--- src/rtl/if_stage.sv ---
// ---------------------------------------------------------------------------
// if_stage: instruction-fetch stage of the 5-stage pipeline.
//
// Holds the program counter, drives the instruction-memory address and loads
// the IF/ID pipeline register with pc+4 and the fetched word.  Honours the
// load-use stall from the hazard unit and keeps bring-up counters for stall
// and flush cycles.
//
// Optional feature macro: IF_BRANCH_FLUSH_EN
//   defined   : a taken redirect squashes the fall-through word in IF/ID
//               (NOP_INST is loaded) and flush_cnt counts those squashes.
//   undefined : the fall-through word is kept (branch delay slot) and
//               flush_cnt stays at zero.
// ---------------------------------------------------------------------------
module if_stage #(
    parameter logic [31:0] RESET_PC = 32'h0000_0000,
    parameter logic [31:0] NOP_INST = 32'h0000_0000
) (
    input  logic        clk,
    input  logic        clr,
    input  logic        stall,
    input  logic [1:0]  pcsource,
    input  logic [31:0] bpc,
    input  logic [31:0] jpc,
    input  logic [31:0] imem_data,
    output logic [31:0] imem_addr,
    output logic [31:0] id_pc4,
    output logic [31:0] id_inst,
    output logic [31:0] stall_cnt,
    output logic [31:0] flush_cnt
);

    logic [31:0] pc_q,       pc_d;
    logic [31:0] idPc4_q,    idPc4_d;
    logic [31:0] idInst_q,   idInst_d;
    logic [31:0] stallCnt_q, stallCnt_d;
    logic [31:0] flushCnt_q, flushCnt_d;

    logic [31:0] pc4;
    logic [31:0] target;
    logic        redirect;

    // Sequential pc+4 (wraps naturally at 2^32) and the word-aligned
    // redirect target chosen by decode.
    always_comb begin
        pc4      = pc_q + 32'd4;
        redirect = 1'b0;
        target   = pc4;
        unique case (pcsource)
            2'b01: begin
                redirect = 1'b1;
                target   = {bpc[31:2], 2'b00};
            end
            2'b10: begin
                redirect = 1'b1;
                target   = {jpc[31:2], 2'b00};
            end
            default: begin
                redirect = 1'b0;
                target   = pc4;
            end
        endcase
    end

    // Next-state for PC, IF/ID and counters; a stall freezes everything
    // and discards the redirect, since decode will present it again.
    always_comb begin
        pc_d       = pc_q;
        idPc4_d    = idPc4_q;
        idInst_d   = idInst_q;
        stallCnt_d = stallCnt_q;
        flushCnt_d = flushCnt_q;
        if (stall) begin
            stallCnt_d = stallCnt_q + 32'd1;
        end else begin
            pc_d     = target;
            idPc4_d  = pc4;
            idInst_d = imem_data;
`ifdef IF_BRANCH_FLUSH_EN
            if (redirect) begin
                idInst_d   = NOP_INST;
                flushCnt_d = flushCnt_q + 32'd1;
            end
`endif
        end
    end

    // State registers with asynchronous reset to the power-on fetch state.
    always_ff @(posedge clk or posedge clr) begin
        if (clr) begin
            pc_q       <= RESET_PC;
            idPc4_q    <= 32'h0000_0000;
            idInst_q   <= NOP_INST;
            stallCnt_q <= 32'h0000_0000;
            flushCnt_q <= 32'h0000_0000;
        end else begin
            pc_q       <= pc_d;
            idPc4_q    <= idPc4_d;
            idInst_q   <= idInst_d;
            stallCnt_q <= stallCnt_d;
            flushCnt_q <= flushCnt_d;
        end
    end

    assign imem_addr = pc_q;
    assign id_pc4    = idPc4_q;
    assign id_inst   = idInst_q;
    assign stall_cnt = stallCnt_q;
    assign flush_cnt = flushCnt_q;

endmodule

--- config.mk ---
export PLATFORM = sky130hd
export DESIGN_NAME = if_stage
export DESIGN_NICKNAME = d
export VERILOG_FILES = /design/src/rtl/if_stage.sv
export SDC_FILE = /design/constraint.sdc
export NUM_CORES = 1
export LEC_CHECK = 0
export CAP_MARGIN = 0
export CORE_MARGIN = 2
export CORE_UTILIZATION = 29
export DETAILED_ROUTE_END_ITERATION = 6
export PLACE_DENSITY_LB_ADDON = 0.3
export REMOVE_ABC_BUFFERS = 1
export SLEW_MARGIN = 15
export SYNTH_ARGS = -nofsm -noshare
export SYNTH_HDL_FRONTEND = slang
export SYNTH_SLANG_ARGS = --single-unit
--- constraint.sdc ---
create_clock -name clk -period 6 [get_ports clk]
set_input_delay 0.6 -clock clk [delete_from_list [all_inputs] [get_ports clk]]
set_output_delay 0.6 -clock clk [all_outputs]
set_load 0.05 [all_outputs]
==> results of run 1 <==
[power groups by stage]
stage | logic, uW | clock network (uW) | registers [uW]
2_1_floorplan | 269 | 0 | 1500
3_3_place_gp | 1080 | 0 | 1100
3_5_place_dp | 1090 | 0 | 1100
4_1_cts | 1090 | 1150 | 1090
5_1_grt | 1140 | 1180 | 1110
6_report | 1080 | 1110 | 1090
[registers in the layout (all words and copies together) (netlist names)]
name and cells:
id_pc4 30, id_inst 32, imem_addr 30, stall_cnt 32
[area by class of cell]
cell class                      count  area [um2]  share of cell area (%)
Clock buffer                       17         425                    4.55
Clock inverter                     15         209                    2.24
Inverter                           23        91.3                   0.978
Multi-Input combinational cell    447        2920                    31.3
Sequential cell                   124        3100                    33.2
Tap cell                          280         350                    3.75
Timing Repair Buffer              226        2240                    24.0
[Yosys cell counts, types with 14 or more instances]
cell / n
sky130_fd_sc_hd__clkbuf_1: 32
sky130_fd_sc_hd__nand3_1: 15
sky130_fd_sc_hd__dfrtp_1: 124
sky130_fd_sc_hd__buf_4: 36
sky130_fd_sc_hd__xor2_1: 20
sky130_fd_sc_hd__inv_1: 22
sky130_fd_sc_hd__a21oi_1: 31
sky130_fd_sc_hd__nand2_1: 53
sky130_fd_sc_hd__nor2_1: 36
sky130_fd_sc_hd__mux2_2: 34
sky130_fd_sc_hd__xnor2_1: 37
sky130_fd_sc_hd__a221oi_1: 14
sky130_fd_sc_hd__o21ai_0: 36
[placed cells by master, fill, tap and decap left out, types with 21 or more instances in the layout]
cell type                         instances
sky130_fd_sc_hd__conb_1                  36
sky130_fd_sc_hd__clkdlybuf4s50_1        219
sky130_fd_sc_hd__o21ai_0                 36
sky130_fd_sc_hd__mux2_2                  34
sky130_fd_sc_hd__dfrtp_1                124
sky130_fd_sc_hd__nand2_1                 53
sky130_fd_sc_hd__a21oi_1                 31
sky130_fd_sc_hd__inv_1                   21
sky130_fd_sc_hd__xnor2_1                 37
sky130_fd_sc_hd__nor2_1                  36
[routing by layer]
layer  up-vias  share of wire (%)  global-route usage (%)
met5         -                  0                       0
met4         0                1.3                    4.63
met3        15                6.3                    4.38
met2       173                 47                    24.1
met1      2612                 46                    20.7
li1       2599                  -                       -
[worst max-delay path by stage]
| stage | cells after the start | to | startpoint |
|---|---|---|---|
| after global routing | 6 | imem_addr[28]$_DFFE_PP0N_ | imem_addr[2]$_DFFE_PP0N_ |
| final | 6 | imem_addr[30]$_DFFE_PP0N_ | imem_addr[2]$_DFFE_PP0N_ |
| after global placement | 8 | stall_cnt[31]$_DFFE_PP0P_ | stall |
| after detailed placement | 8 | stall_cnt[31]$_DFFE_PP0P_ | stall |
| after floorplan | 1 | id_inst[0]$_DFFE_PP0N_ | clr |
| after CTS | 6 | imem_addr[30]$_DFFE_PP0N_ | imem_addr[2]$_DFFE_PP0N_ |
[worst register-to-register path, cell delays in order, from the launching register on]
cell and delay, ns:
sky130_fd_sc_hd__dfrtp_1 0.46, sky130_fd_sc_hd__ha_1 0.29, sky130_fd_sc_hd__and4_1 0.46, sky130_fd_sc_hd__nand3_2 0.32, sky130_fd_sc_hd__nor4_1 0.63, sky130_fd_sc_hd__a31oi_1 0.16
sky130_fd_sc_hd__a2bb2oi_1 0.17
[kinds of logic after synthesis]
family,count (synthesis),share of synthesized area (%)
compound gates,151,15.4
xor+xnor,57,7.78
fa+ha+maj,4,0.780
buf+inv,101,8.26
flops,124,48.3
mux,36,6.28
other cells,1,0.0584
simple gates,163,13.1
[metrics by stage]
| stage | hold WS [ns] | utilization, % |
|---|---|---|
| floorplan | 0.682 | - |
| global placement | 0.467 | 40.0 |
| detailed placement | 0.471 | 40.0 |
| CTS | 0.487 | 42.9 |
| global route | 0.494 | 42.9 |
| finish | 0.479 | 42.9 |
==> impl_summary.txt, run 1 <==
----------------------------------------------------
[Placed design]
  Number of placed instances, taps included ... 1100
  Placed inst area ... 8710 um2
  Global placement routability congestion ... 0.731
  Port-buffer cells ... 220
  Half-perimeter wire length after placement ... 12400 um
  Worst setup slack after placement ... 3.07 ns

[Clock tree]
  Number of buffers between clock root and the deepest sink ... 2
  CTS Sinks ... 124
  Number of levels the H-tree was split into ... 4
  Clock Pin Slew Worst Setup and Hold Paths ... 0.06 ns
  CTS root buf ... sky130_fd_sc_hd__clkbuf_16
  Hold-fix buffer count after cts ... 0
  Clock tree from TritonCTS ... built
  Clk Latency, worst-skew pair ... 0.41 ns
  Resize count post-CTS ... 0
  Number of buffers inserted during clock tree synthesis ... 17
  Post-CTS Repair Setup Buffers ... 0

[Setup path]
  Crit-path max cell delay ... 0.62 ns
  Buffers and inverters on the worst path ... 0
  Crit path kind ... reg2reg
  Crit path arrival time ... 2.90 ns
  Worst endpoint required time ... 6.29 ns
  Cells on worst reg2reg path ... 6
  Critical path cell sequence ... ha_1 -> and4_1 -> nand3_2 -> nor4_1 -> a31oi_1 -> a2bb2oi_1
  Maximum net fanout on the critical path ... 10
  Type of element capturing the critical path ... register
  CP delay by family, top ... simple AND/OR/NAND/NOR gates
  Launching element type of the critical path ... register
  Reg-to-reg startpoint ... imem_addr[2]$_DFFE_PP0N_
  Standard cell with the maximum stage delay on the critical path ... sky130_fd_sc_hd__nor4_1
  Terminus of the critical flop-to-flop path ... imem_addr[30]$_DFFE_PP0N_
  Worst-case register-to-register setup slack ... 3.39 ns

[Synth]
  EDFF count, synth ... 0
  Number of standard cells after synthesis ... 637
  Yosys warns ... 0
  Synth Area per Inst ... 10.1 um2
  Mapped Area ... 6420 um2
  Most area-consuming cells after synthesis ... sky130_fd_sc_hd__dfrtp_1 48%, sky130_fd_sc_hd__mux2_2 6.0%, sky130_fd_sc_hd__xnor2_1 5.0%
  Fraction of post-synthesis cell area in the top cell type by area ... 48.3%
  Post-synthesis sequential area ratio ... 48.3%
  Register bit count reported by yosys ... 124
  Post-synthesis cell type count ... 52
  Leading area contributor after synthesis ... sky130_fd_sc_hd__dfrtp_1
  Flip-flop cell with the highest count after synthesis ... sky130_fd_sc_hd__dfrtp_1
  Fraction of registers with async set or reset after synthesis ... 100%

[Layout]
  Fill cell count ... 2122
  Filler-free cell count of the finished design ... 1132
  Number of nets at the end of the flow ... 944
  Area growth, synth to finish ... 45.5%
  Final standard cell area without fillers ... 9340 um2
  Number of diodes ... 0
  Proportion of layout cells with a drive suffix above 1 ... 10.1%

[Pwr]
  Total chip power ... 3280 uW
  Internal power ... 2040 uW
  Lkg Pwr ... 0.00381 uW
  Switching power of the nets ... 1240 uW
  Share of power burned in registers ... 33.1%
  Portion of total power attributed to the clock network ... 34.0%
  Combinational fraction of design power ... 32.9%
  Switching share of power ... 37.9%
  Peak supply drop ... 170 uV
  Cell area power density ... 351 nW/um2

[Floorplan]
  Full die area ... 23300 um2
  Number of rows in the core area ... 54
  Starting density of the core ... 29.5%
  Chip width ... 153 um
  Standard cell core area ... 21800 um2
  Vertical extent of the die ... 153 um
  I/O pin cnt ... 261

[Timing]
  Setup-violating endpoint count in the final report ... 0
  Fraction of the cycle the final worst path needs ... 43.5%
  Post-route minimum period ... 2.61 ns
  Measured slew at the worst slew-check pin ... 0.762 ns
  Final-report max-slew violation count ... 0
  PnR worst setup slack ... 3.39 ns
  Clock Skews ... 0.00825 ns
  Final Hold Vio Count ... 0
  Final-layout setup total negative slack ... 0 ns
  RSZ-0062 raised after global routing ... false
  Maximum achievable frequency ... 383 MHz
  Rel. slew slack ... 49.2%

[Hold path]
  Worst hold endpoint ... id_pc4[14]$_DFFE_PP0N_
  Hold path cells ... 2
  Start point of the worst min-delay path ... id_pc4[14]$_DFFE_PP0N_
  Hold WC Path Type ... reg2reg

[Global routing]
  Pin count of the biggest net entering global routing ... 83
  First-pass GRT wire length ... 28600 um
  Number of antenna violations at the first check in global routing ... 1
  Leftover overflow at the end of global routing ... 0
  Total Routing Usage GR ... 15.4%
  Vias in the first global route ... 5185

[Detailed routing]
  Mean routed wirelength per cell ... 15.7 um
  Final wirelength ... 17800 um
  Via total after detailed routing ... 5399
  Per-cell via count in the routed design ... 4.77
  Violation count after the first detailed-route iteration ... 200
  Count of unresolved DRC violations after routing ... 0
  Total iterations of the first detailed-routing run ... 5
  Antenna-violating nets left ... 0

[Flow run]
  Number of max-cap violations ... 0

[Status]
  Outcome ... finished clean

----------------------------------------------------
(Power assumes the default switching activity.)
==> run 2: changes to the inputs <==
==> constraint.sdc (replaced) <==
create_clock -name clk -period 2.65 [get_ports clk]
set_input_delay 0.265 -clock clk [delete_from_list [all_inputs] [get_ports clk]]
set_output_delay 0.265 -clock clk [all_outputs]
set_load 0.05 [all_outputs]
==> impl_summary.txt, run 2 (synthesis results as in run 1) <==
----------------------------------------------------
[Timing]
  Clock Skews ... 0.0119 ns (was 0.00825 ns)
  Final-report max-slew violation count ... 0 (unchanged)
  Fin Hold WS ... 0.191 ns (was 0.479 ns)
  Setup-violating endpoint count in the final report ... 0 (unchanged)
  Measured slew at the worst slew-check pin ... 0.724 ns (was 0.762 ns)
  Rel. slew slack ... 51.7% (was 49.2%)
  Post-route minimum period ... 2.28 ns (was 2.61 ns)
  RSZ-0062 raised after global routing ... false (unchanged)
  Maximum achievable frequency ... 438 MHz (was 383 MHz)
  Final-layout setup total negative slack ... 0 ns (unchanged)
  PnR worst setup slack ... 0.367 ns (was 3.39 ns)
  Fraction of the cycle the final worst path needs ... 86.1% (was 43.5%)
  Final Hold Vio Count ... 0 (unchanged)

[Placed design]
  Worst setup slack after placement ... 0.370 ns (was 3.07 ns)
  Number of placed instances, taps included ... 1114 (was 1100)
  Global placement routability congestion ... 0.742 (was 0.731)
  Port-buffer cells ... 220 (unchanged)
  Half-perimeter wire length after placement ... 12900 um (was 12400 um)

[Hold path]
  Start point of the worst min-delay path ... stall (was id_pc4[14]$_DFFE_PP0N_)
  Hold WC Path Type ... in2reg (was reg2reg)
  Worst hold endpoint ... stall_cnt[0]$_DFFE_PP0P_ (was id_pc4[14]$_DFFE_PP0N_)
  Hold path cells ... 2 (unchanged)

[Layout]
  Proportion of layout cells with a drive suffix above 1 ... 11.3% (was 10.1%)
  Number of nets at the end of the flow ... 958 (was 944)
  Most frequent standard cell in the layout excluding fill and tap cells ... sky130_fd_sc_hd__clkdlybuf4s50_1 (unchanged)
  Fill cell count ... 2122 (unchanged)
  Commonest cells after routing, fill and taps aside ... 219 x sky130_fd_sc_hd__clkdlybuf4s50_1, 124 x sky130_fd_sc_hd__dfrtp_1, 53 x sky130_fd_sc_hd__nand2_1 (unchanged)
  Area growth, synth to finish ... 47.6% (was 45.5%)
  Filler-free cell count of the finished design ... 1146 (was 1132)
  Number of diodes ... 0 (unchanged)

[Clock tree]
  Clock tree from TritonCTS ... built (unchanged)
  Clk Latency, worst-skew pair ... 0.41 ns (about the same)
  Clock Pin Slew Worst Setup and Hold Paths ... 0.05 ns (was 0.06 ns)
  CTS root buf ... sky130_fd_sc_hd__clkbuf_16 (unchanged)
  Post-CTS Repair Setup Buffers ... 0 (unchanged)
  Hold-fix buffer count after cts ... 0 (unchanged)
  Number of levels the H-tree was split into ... 4 (unchanged)
  CTS Sinks ... 124 (unchanged)
  Number of buffers between clock root and the deepest sink ... 2 (unchanged)
  Number of buffers inserted during clock tree synthesis ... 17 (unchanged)
  Resize count post-CTS ... 0 (unchanged)

[Floorplan]
  Number of rows in the core area ... 54 (unchanged)
  Chip width ... 153 um (unchanged)
  Standard cell core area ... 21800 um2 (unchanged)
  I/O pin cnt ... 261 (unchanged)
  Starting density of the core ... 29.5% (unchanged)
  Vertical extent of the die ... 153 um (unchanged)
  Full die area ... 23300 um2 (unchanged)

[Setup path]
  Crit path kind ... reg2reg (unchanged)
  Crit path arrival time ... 2.61 ns (was 2.90 ns)
  Buffers and inverters on the worst path ... 0 (unchanged)
  Reg-to-reg startpoint ... stall_cnt[0]$_DFFE_PP0P_ (was imem_addr[2]$_DFFE_PP0N_)
  Launching element type of the critical path ... register (unchanged)
  Critical path cell sequence ... ha_1 -> nand4_2 -> or3_1 -> or3_1 -> nor3b_2 -> xor2_1 (was ha_1 -> and4_1 -> nand3_2 -> nor4_1 -> a31oi_1 -> a2bb2oi_1)
  CP delay by family, top ... simple AND/OR/NAND/NOR gates (unchanged)
  Worst-case register-to-register setup slack ... 0.37 ns (was 3.39 ns)
  Cells on worst reg2reg path ... 6 (unchanged)
  Most Frequent Cell on Critical Path ... sky130_fd_sc_hd__or3_1
  Worst endpoint required time ... 2.98 ns (was 6.29 ns)
  Type of element capturing the critical path ... register (unchanged)
  Terminus of the critical flop-to-flop path ... stall_cnt[30]$_DFFE_PP0P_ (was imem_addr[30]$_DFFE_PP0N_)
  Crit-path max cell delay ... 0.52 ns (was 0.62 ns)
  Maximum net fanout on the critical path ... 6 (was 10)
  Standard cell with the maximum stage delay on the critical path ... sky130_fd_sc_hd__or3_1 (was sky130_fd_sc_hd__nor4_1)

[Global routing]
  Pin count of the biggest net entering global routing ... 151 (was 83)
  Leftover overflow at the end of global routing ... 0 (unchanged)
  Total Routing Usage GR ... 15.3% (was 15.4%)
  Most Crowded Layer GR ... met2 (unchanged)
  M3 GR Usage ... 4.61% (was 4.38%)
  Number of antenna violations at the first check in global routing ... 0 (was 1)
  Met1 Usage GRT ... 20.8% (was 20.7%)
  First-pass GRT wire length ... 28500 um (was 28600 um)
  Vias in the first global route ... 5102 (was 5185)
  Global-route track usage on met2 ... 23.7% (was 24.1%)

[Detailed routing]
  Violation count after the first detailed-route iteration ... 275 (was 200)
  Per-cell via count in the routed design ... 4.78 (was 4.77)
  Antenna-violating nets left ... 0 (unchanged)
  Via total after detailed routing ... 5479 (was 5399)
  Final wirelength ... 17800 um (about the same)
  Total iterations of the first detailed-routing run ... 4 (was 5)
  Count of unresolved DRC violations after routing ... 0 (unchanged)
  Mean routed wirelength per cell ... 15.5 um (was 15.7 um)

[Flow run]
  Number of max-cap violations ... 0 (unchanged)

[Status]
  Outcome ... finished clean (unchanged)

[Pwr]
  Lkg Pwr ... 0.00389 uW (was 0.00381 uW)
  Cell area power density ... 776 nW/um2 (was 351 nW/um2)
  Peak supply drop ... 380 uV (was 170 uV)

----------------------------------------------------
==> run 2: final cells by class <==
cell class / instances / area, um2 / share of cell area [%]
flip-flops and latches: 124 / 3100 / 32.7
repair buffers: 240 / 2400 / 25.3
well taps: 280 / 350 / 3.70
multi-input cells: 447 / 2920 / 30.8
clock inverters: 10 / 138 / 1.45
clock buffers: 22 / 474 / 5.00
inverters: 23 / 91.3 / 0.964
==> run 2: how the worst max path moves through the flow <==
| stage | to | start | cells after the start | slack [ns] |
|---|---|---|---|---|
| floorplan | id_inst[0]$_DFFE_PP0N_ | clr | 1 | -0.91 |
| global placement | id_pc4[28]$_DFFE_PP0N_ | imem_addr[2]$_DFFE_PP0N_ | 6 | 0.41 |
| detailed placement | stall_cnt[26]$_DFFE_PP0P_ | stall_cnt[0]$_DFFE_PP0P_ | 6 | 0.37 |
| CTS | stall_cnt[26]$_DFFE_PP0P_ | stall_cnt[0]$_DFFE_PP0P_ | 6 | 0.35 |
| global route | imem_addr[28]$_DFFE_PP0N_ | imem_addr[2]$_DFFE_PP0N_ | 6 | 0.17 |
| finish | stall_cnt[30]$_DFFE_PP0P_ | stall_cnt[0]$_DFFE_PP0P_ | 6 | 0.37 |
==> run 2: where the power goes <==
part	switching, uW	internal [uW]
clock network	853	1550
logic	1610	891
registers	281	2160
==> run 2: per-layer routing <==
layer / routed length [um] / part of all wire (%)
met4: 226 / 1.3
met3: 1000 / 5.6
met2: 8320 / 47
met1: 8250 / 46
met5: 0 / 0
==> run 2: metrics by stage <==
stage                     instance area, um2  total power [uW]  util, %
after floorplan                         6110              4000        -
after global placement                  8860              4980     40.7
after detailed placement                8860              5000     40.7
after CTS                               9480              7460     43.6
after global routing                    9480              7690     43.6
final                                   9480              7350     43.6
==> run 3: changes to the inputs <==
--- a/config.mk
+++ b/config.mk
@@ -9,6 +9,7 @@
 export CORE_MARGIN = 2
 export CORE_UTILIZATION = 29
 export DETAILED_ROUTE_END_ITERATION = 6
+export GPL_TIMING_DRIVEN = 0
 export PLACE_DENSITY_LB_ADDON = 0.3
 export REMOVE_ABC_BUFFERS = 1
 export SLEW_MARGIN = 15
==> impl_summary.txt, run 3 (synthesis results as in run 1) <==
----------------------------------------------------
[Status]
  Outcome ... finished clean (unchanged)

[Global routing]
  Vias in the first global route ... 5167 (was 5102)
  Total Routing Usage GR ... 15.4% (was 15.3%)
  Pin count of the biggest net entering global routing ... 121 (was 151)
  Leftover overflow at the end of global routing ... 0 (unchanged)
  First-pass GRT wire length ... 28700 um (was 28500 um)
  Number of antenna violations at the first check in global routing ... 0 (unchanged)

[Floorplan]
  Full die area ... 23300 um2 (unchanged)
  Standard cell core area ... 21800 um2 (unchanged)
  Chip width ... 153 um (unchanged)
  Starting density of the core ... 29.5% (unchanged)
  Vertical extent of the die ... 153 um (unchanged)
  I/O pin cnt ... 261 (unchanged)
  Number of rows in the core area ... 54 (unchanged)

[Layout]
  Number of diodes ... 0 (unchanged)
  Footprint of the flip-flops and latches ... 3100 um2 (unchanged)
  Commonest cells after routing, fill and taps aside ... 219 x sky130_fd_sc_hd__clkdlybuf4s50_1, 124 x sky130_fd_sc_hd__dfrtp_1, 53 x sky130_fd_sc_hd__nand2_1 (unchanged)
  Post-route core utilization ... 43.3% (was 43.6%)
  Filler-free cell count of the finished design ... 1128 (was 1146)
  Number of nets at the end of the flow ... 940 (was 958)
  Fill cell count ... 2151 (was 2122)
  Most frequent standard cell in the layout excluding fill and tap cells ... sky130_fd_sc_hd__clkdlybuf4s50_1 (unchanged)
  Multi-input logic area ... 2950 um2 (was 2920 um2)
  Proportion of layout cells with a drive suffix above 1 ... 10.1% (was 11.3%)
  Area growth, synth to finish ... 46.7% (was 47.6%)
  Final standard cell area without fillers ... 9420 um2 (was 9480 um2)

[Clock tree]
  Clock tree from TritonCTS ... built (unchanged)
  CTS root buf ... sky130_fd_sc_hd__clkbuf_16 (unchanged)
  Number of buffers inserted during clock tree synthesis ... 17 (unchanged)
  Hold-fix buffer count after cts ... 0 (unchanged)
  Resize count post-CTS ... 1 (was 0)
  Clk Latency, worst-skew pair ... 0.41 ns (about the same)
  Number of buffers between clock root and the deepest sink ... 2 (unchanged)
  CTS Sinks ... 124 (unchanged)
  Post-CTS Repair Setup Buffers ... 0 (unchanged)
  Number of levels the H-tree was split into ... 4 (unchanged)
  Clock Pin Slew Worst Setup and Hold Paths ... 0.06 ns (was 0.05 ns)

[Setup path]
  Crit-path max cell delay ... 0.50 ns (was 0.52 ns)
  Buffers and inverters on the worst path ... 0 (unchanged)
  Worst endpoint required time ... 2.94 ns (was 2.98 ns)
  Type of element capturing the critical path ... register (unchanged)
  Crit path arrival time ... 2.78 ns (was 2.61 ns)
  Launching element type of the critical path ... register (unchanged)
  Maximum net fanout on the critical path ... 10 (was 6)
  Critical path cell sequence ... ha_1 -> and4_1 -> nand3_2 -> nor4_2 -> a31oi_1 -> a2bb2oi_1 (was ha_1 -> nand4_2 -> or3_1 -> or3_1 -> nor3b_2 -> xor2_1)
  CP delay by family, top ... simple AND/OR/NAND/NOR gates (unchanged)
  Crit path kind ... reg2reg (unchanged)
  Standard cell with the maximum stage delay on the critical path ... sky130_fd_sc_hd__nor4_2 (was sky130_fd_sc_hd__or3_1)

[Detailed routing]
  Antenna-violating nets left ... 0 (unchanged)
  Total iterations of the first detailed-routing run ... 4 (unchanged)
  Final wirelength ... 17800 um (about the same)
  Per-cell via count in the routed design ... 4.76 (was 4.78)
  Violation count after the first detailed-route iteration ... 220 (was 275)
  Via total after detailed routing ... 5364 (was 5479)
  Mean routed wirelength per cell ... 15.8 um (was 15.5 um)
  Count of unresolved DRC violations after routing ... 0 (unchanged)

[Placed design]
  Placed inst area ... 8740 um2 (was 8860 um2)
  Global placement routability congestion ... 0.722 (was 0.742)
  Worst setup slack after placement ... -0.568 ns (was 0.370 ns)
  Half-perimeter wire length after placement ... 12300 um (was 12900 um)
  Number of placed instances, taps included ... 1096 (was 1114)
  Port-buffer cells ... 220 (unchanged)

[Timing]
  Final-layout setup total negative slack ... 0 ns (unchanged)
  Measured slew at the worst slew-check pin ... 0.966 ns (was 0.724 ns)
  Setup-violating endpoint count in the final report ... 0 (unchanged)
  Final Hold Vio Count ... 0 (unchanged)
  Rel. slew slack ... 35.0% (was 51.7%)
  Final-report max-slew violation count ... 0 (unchanged)
  Fraction of the cycle the final worst path needs ... 94.2% (was 86.1%)
  RSZ-0062 raised after global routing ... true (was false)
  Maximum achievable frequency ... 400 MHz (was 438 MHz)
  Clock Skews ... 0.0103 ns (was 0.0119 ns)
  Post-route minimum period ... 2.50 ns (was 2.28 ns)
  PnR worst setup slack ... 0.153 ns (was 0.367 ns)

[Pwr]
  Cell area power density ... 801 nW/um2 (was 776 nW/um2)
  Lkg Pwr ... 0.00382 uW (was 0.00389 uW)
  Peak supply drop ... 380 uV (about the same)

[Hold path]
  Hold WC Path Type ... in2async (was in2reg)

[Flow run]
  Number of max-cap violations ... 0 (unchanged)

----------------------------------------------------
-- run 3: per-layer routing --
layer / global-route usage [%] / routed length, um / vias up
met5: 0 / 0 / -
met4: 4.85 / 276 / 0
met3: 4.07 / 995 / 17
met2: 24.3 / 8490 / 158
met1: 20.6 / 8070 / 2597
li1: - / - / 2592
-- run 3: path summary, 6_finish.rpt --
kind,from,to,slack [ns],depth (start not counted)
worst min-delay path,clr,id_inst[0]$_DFFE_PP0N_,0.25,2
min in group clk,stall,id_pc4[4]$_DFFE_PP0N_,0.25,3
max in group asynchronous,clr,imem_addr[7]$_DFFE_PP0N_,1.67,3
worst max-delay path,imem_addr[2]$_DFFE_PP0N_,imem_addr[30]$_DFFE_PP0N_,0.15,6
worst max register to register,imem_addr[2]$_DFFE_PP0N_,imem_addr[30]$_DFFE_PP0N_,0.15,6
worst min register to register,stall_cnt[31]$_DFFE_PP0P_,stall_cnt[31]$_DFFE_PP0P_,0.48,1
-- run 3: metrics by stage --
stage	hold WS, ns	power (uW)
5_1_grt	0.256	7910
2_1_floorplan	0.347	4000
4_1_cts	0.235	7650
3_5_place_dp	0.472	4970
3_3_place_gp	0.462	4950
6_report	0.248	7540
-- run 3: area by class of cell --
| class | instances | area share, % |
|---|---|---|
| Tap cell | 280 | 3.72 |
| Clock buffer | 19 | 4.81 |
| Sequential cell | 124 | 32.9 |
| Multi-Input combinational cell | 447 | 31.3 |
| Inverter | 23 | 1.01 |
| Timing Repair Buffer | 222 | 24.0 |
| Clock inverter | 13 | 2.26 |
-- run 3: report_power, final --
| group | internal, uW | total (uW) | switching (uW) |
|---|---|---|---|
| Sequential | 2160 | 2460 | 295 |
| Combinational | 865 | 2450 | 1590 |
| Clock | 1730 | 2630 | 903 |
| Total | 4760 | 7540 | 2790 |
